$ cat src/rtl/bp_pkg.sv
// Shared types and helpers for the branch predictor: 2-bit counter encoding and
// its saturating update.
package bp_pkg;

  typedef enum logic [1:0] {
    CtrSnt = 2'b00,
    CtrWnt = 2'b01,
    CtrWt  = 2'b10,
    CtrSt  = 2'b11
  } ctr_e;

  function automatic ctr_e ctr_next(input ctr_e ctr, input logic taken);
    ctr_e res;
    res = ctr;
    case (ctr)
      CtrSnt:  res = taken ? CtrWnt : CtrSnt;
      CtrWnt:  res = taken ? CtrWt  : CtrSnt;
      CtrWt:   res = taken ? CtrSt  : CtrWnt;
      CtrSt:   res = taken ? CtrSt  : CtrWt;
      default: res = ctr;
    endcase
    return res;
  endfunction

endpackage

$ cat src/rtl/bp_sat_counter.sv
// 16-bit event counter that sticks at all-ones; synchronous active-low reset.
module bp_sat_counter (
  input  logic        clk,
  input  logic        reset,
  input  logic        inc,
  output logic [15:0] count
);

  logic [15:0] count_q;

  always_ff @(posedge clk) begin
    if (!reset) begin
      count_q <= '0;
    end else if (inc && (count_q != 16'hFFFF)) begin
      count_q <= count_q + 16'd1;
    end
  end

  assign count = count_q;

endmodule

$ cat src/rtl/branch_predictor.sv
// Direct-mapped BTB with 2-bit saturating counters, looked up in IF and trained from ID.
// Define BP_STATS_EN to add the lookup/hit/mispredict statistics outputs.
module branch_predictor
  import bp_pkg::*;
#(
  parameter int unsigned PC_W    = 8,
  parameter int unsigned ENTRIES = 16
) (
  input  logic            clk,
  input  logic            reset,
  input  logic            lookup_en,
  input  logic [PC_W-1:0] lookup_pc,
  output logic            pred_hit,
  output logic            pred_taken,
  output logic [PC_W-1:0] pred_target,
  input  logic            upd_valid,
  input  logic [PC_W-1:0] upd_pc,
  input  logic            upd_jump,
  input  logic            upd_taken,
  input  logic [PC_W-1:0] upd_target,
  input  logic            upd_pred_taken,
  input  logic [PC_W-1:0] upd_pred_target,
  output logic            mispredict
`ifdef BP_STATS_EN
  ,
  output logic [15:0]     stat_lookups,
  output logic [15:0]     stat_hits,
  output logic [15:0]     stat_mispredicts
`endif
);

  localparam int unsigned IDX_W = $clog2(ENTRIES);
  localparam int unsigned TAG_W = PC_W - IDX_W - 2;

  typedef struct packed {
    logic             valid;
    logic [TAG_W-1:0] tag;
    logic [PC_W-1:0]  target;
    ctr_e             ctr;
  } btb_entry_t;

  localparam btb_entry_t ResetEntry = '{valid: 1'b0, tag: '0, target: '0, ctr: CtrWnt};

  btb_entry_t btb_q [ENTRIES];

  logic [IDX_W-1:0] lk_idx, upd_idx;
  logic [TAG_W-1:0] lk_tag, upd_tag;
  btb_entry_t       lk_entry, upd_old, upd_new;
  logic             upd_hit, upd_taken_eff, upd_we;

  // Word-aligned PCs: the two byte-offset bits carry no information.
  logic unused_pc_lsbs;
  assign unused_pc_lsbs = ^{lookup_pc[1:0], upd_pc[1:0]};

  assign lk_idx   = lookup_pc[IDX_W+1:2];
  assign lk_tag   = lookup_pc[PC_W-1:IDX_W+2];
  assign lk_entry = btb_q[lk_idx];

  assign pred_hit    = lookup_en & lk_entry.valid & (lk_entry.tag == lk_tag);
  assign pred_taken  = pred_hit & lk_entry.ctr[1];
  assign pred_target = pred_taken ? lk_entry.target : '0;

  assign upd_idx       = upd_pc[IDX_W+1:2];
  assign upd_tag       = upd_pc[PC_W-1:IDX_W+2];
  assign upd_old       = btb_q[upd_idx];
  assign upd_hit       = upd_old.valid & (upd_old.tag == upd_tag);
  assign upd_taken_eff = upd_taken | upd_jump;

  assign mispredict = upd_valid & ((upd_taken_eff != upd_pred_taken) |
                                   (upd_taken_eff & (upd_target != upd_pred_target)));

  always_comb begin
    upd_new = upd_old;
    upd_we  = 1'b0;
    if (upd_valid) begin
      if (upd_hit) begin
        upd_we = 1'b1;
        if (upd_jump) begin
          upd_new.ctr    = CtrSt;
          upd_new.target = upd_target;
        end else begin
          upd_new.ctr = ctr_next(upd_old.ctr, upd_taken);
          if (upd_taken) begin
            upd_new.target = upd_target;
          end
        end
      end else if (upd_taken_eff) begin
        // Miss on a taken branch/jump evicts whatever occupies the slot.
        upd_we         = 1'b1;
        upd_new.valid  = 1'b1;
        upd_new.tag    = upd_tag;
        upd_new.target = upd_target;
        if (upd_jump) begin
          upd_new.ctr = CtrSt;
        end else begin
          upd_new.ctr = CtrWt;
        end
      end
    end
  end

  always_ff @(posedge clk) begin
    if (!reset) begin
      for (int i = 0; i < int'(ENTRIES); i++) begin
        btb_q[i] <= ResetEntry;
      end
    end else if (upd_we) begin
      btb_q[upd_idx] <= upd_new;
    end
  end

`ifdef BP_STATS_EN
  bp_sat_counter u_stat_lookups (
    .clk   (clk),
    .reset (reset),
    .inc   (lookup_en),
    .count (stat_lookups)
  );

  bp_sat_counter u_stat_hits (
    .clk   (clk),
    .reset (reset),
    .inc   (pred_hit),
    .count (stat_hits)
  );

  bp_sat_counter u_stat_mispredicts (
    .clk   (clk),
    .reset (reset),
    .inc   (mispredict),
    .count (stat_mispredicts)
  );
`endif

endmodule

$ cat config.mk
export PLATFORM = sky130hd
export DESIGN_NAME = branch_predictor
export DESIGN_NICKNAME = d
export VERILOG_FILES = /design/src/rtl/bp_pkg.sv /design/src/rtl/bp_sat_counter.sv /design/src/rtl/branch_predictor.sv
export SDC_FILE = /design/constraint.sdc
export NUM_CORES = 1
export LEC_CHECK = 0
export BUFFER_PORTS_ARGS = -buffer_cell sky130_fd_sc_hd__buf_2
export CAP_MARGIN = 20
export CORE_ASPECT_RATIO = 0.9
export CORE_MARGIN = 2
export CORE_UTILIZATION = 46
export CTS_BUF_LIST = sky130_fd_sc_hd__clkbuf_8
export CTS_CLUSTER_DIAMETER = 200
export DETAILED_ROUTE_END_ITERATION = 7
export GPL_ROUTABILITY_DRIVEN = 0
export PLACE_DENSITY_LB_ADDON = 0.08
export SLEW_MARGIN = 0
export SYNTH_ARGS = -nofsm -noshare
export SYNTH_HDL_FRONTEND = slang
export SYNTH_HIERARCHICAL = 1
export SYNTH_SLANG_ARGS = --single-unit
$ cat constraint.sdc
create_clock -name clk -period 6.72 [get_ports clk]
set_clock_uncertainty 0.2 [all_clocks]
set_input_delay 0.336 -clock clk [delete_from_list [all_inputs] [get_ports clk]]
set_output_delay 0.336 -clock clk [all_outputs]
set_load 0.01 [all_outputs]
==> flow_summary.yaml <==
synthesis:
  synth-edff-count: 208
  synth_common_cells: "edfxtp_1 (208), nor2_1 (151), mux4_2 (114), nor2_2 (30), nand2_1 (22)"
  synth_nets: 782
  synth_top_area_cell: "edfxtp_1"
  synth-seq-area-share_pct: 55.0
  synthCells: 743
  synthTopCellsByArea: "edfxtp_1 (55%), mux4_2 (23%), nor2_1 (5.0%)"
  dominantRegCellSynth: "edfxtp_1"
  yosysMostFrequentCell: "edfxtp_1"
  synth_top_area_share_pct: 55.0
  yosys_warnings: 6
  syn_area_sq_um: 11400
  syn_avg_cell_area_sq_um: 15.3
  synthArstFlopShare_pct: 0
  synth_cell_types: 49
  ys_seq_elements: 208
routing:
  viasPerCell: 6.30
  dr.pass1.iters: 5
  drc: 0
  drtIter0Drc: 752
  vias: 6958
  wirelength_mm: 33.0
  antenna_left: 0
  wl_per_cell_um: 29.8
timing:
  setup_viol_count_final: 0
  max_freq_mhz: 228
  final-hold-violation-count: 0
  slew_viol_final: 0
  rsz0062_at_grt: "no"
  min_period_ns: 4.39
  setup_tns_ns: 0
  final.period_utilization_pct: 65.4
  tightest_slew_ns: 1.02
  timing.hold.ws_ns: 0.0968
  slew_headroom_pct: 30.7
global_routing:
  grt_usage_pct: 26.2
  grt_max_degree: 49
  grt_overflow: 0
  antenna_found_initial: 0
  grt_pass1_vias: 7195
  grt_pass1_wl_mm: 48.3
final_layout:
  diodes: 0
  design_area_sq_um: 12300
  top_regs: "btb_q: 208 flops"
  largest_reg_flops: 208
  top_register: "btb_q"
  area_growth_pct: 8.28
  layout.cells.non_filler: 1105
  nNetsFinal: 815
  drive_gt1_share_pct: 37.4
critical_path:
  end_kind: "flip-flop"
  timing.rr.end: "btb_q[7][1]"
  crit_path_end: "btb_q[7][1]"
  rr_worst_depth: 7
  cp-startpoint: "upd_pc[3]"
  worstPathMaxFanout: 38
  cp_data_arrival_time_ns: 4.25
  r2r_slack_ns: 2.48
  cp.required_ns: 6.58
  crit_type: "input port to flip-flop"
  r2r_start: "btb_q[6][10]"
  cp-start-kind: "input port"
die:
  start_util_pct: 46.8
  die_area_sq_um: 26000
  rows: 54
  fp.dieH_um: 153
  ios: 50
  die_width_um: 170
  coreArea_sq_um: 24300
clocking:
  cts_resized: 0
  h-tree-depth: 2
  clkSinkCount: 208
  cts_root_buf: "clkbuf_8"
  postCtsHoldBufs: 0
  clk_pin_slew_ns: 0.06
  cts_buffer_depth: 3
  cts_tree: "yes"
  cts_buffers: 37
  post_cts_buffers: 0
  clk_latency_ns: 0.54
placement:
  place_inst: 1043
  placed_area_sq_um: 11600
  hpwl_mm: 21.3
  port_buffers: 45
power_and_ir_drop:
  power.density_nw_per_um2: 242
  finalPower_mw: 2.98
  ir_worst_vdd_mv: 0.133
  leakage_nw: 4.35
worst_hold_path:
  worst_hold_path_type: "input port to flip-flop"
  min_from: "upd_target[0]"
flow_run:
  max_cap_violations: 0
status:
  outcome: "complete, no violations"
==> per-stage QoR <==
stage	util, %	worst slack [ns]
after CTS	50.6	2.37
final	50.7	2.33
after detailed placement	47.9	1.80
after global placement	47.9	1.94
after floorplan	-	3.73
after global routing	50.7	2.13
==> per-layer routing <==
layer  GRT usage (%)  share of wire (%)
met1            35.2                 38
met2            43.9                 51
met3            3.63                7.8
met4            9.40                3.6
met5               0                  0
==> kinds of logic after synthesis <==
family,Yosys count,share of synthesized area [%]
simple gates,257,10.4
flops,208,55.0
xor+xnor,10,0.771
fa+ha+maj,1,0.0991
compound gates,42,3.68
buf+inv,87,4.64
mux,138,25.4
==> critical path, cell delays in order <==
cell and delay [ns]:
buf_2 0.48, buf_4 0.61, nor2_1 0.17, a22o_1 0.28
nor3_1 0.23, nor4b_2 0.11, o21a_1 0.37, o211ai_2 0.85
nand2_1 0.80
==> power by group <==
part	internal [mW]	switching, mW
clock	0.559	0.526
sequential	1.48	0.0235
combinational	0.151	0.243
==> layout make-up <==
type,instances,area [sq um]
Fill cell,2057,12000
Sequential cell,208,6250
Multi-Input combinational cell,448,4580
Clock buffer,38,523
Tap cell,308,385
Timing Repair Buffer,60,363
Clock inverter,22,118
Inverter,21,78.8
==> worst min path at each step <==
stage | endpoint | cells past startpoint
after global routing | btb_q[4][2] | 3
after floorplan | btb_q[4][4] | 2
after detailed placement | btb_q[9][2] | 3
after CTS | btb_q[9][2] | 3
final | btb_q[4][2] | 3
after global placement | btb_q[3][2] | 3
==> cells in the final DEF, fill, tap and decap left out, types with 8 or more instances in the layout <==
cell,instances
nor2_2,30
nor2_1,151
and3_1,10
buf_4,16
mux4_2,114
clkbuf_8,38
nand3_1,14
nand2_1,22
o211ai_2,16
inv_2,17
nand3b_1,8
inv_1,14
edfxtp_1,208
mux2i_1,16
buf_2,43
No activity file was read; power rests on OpenSTA's default activity.
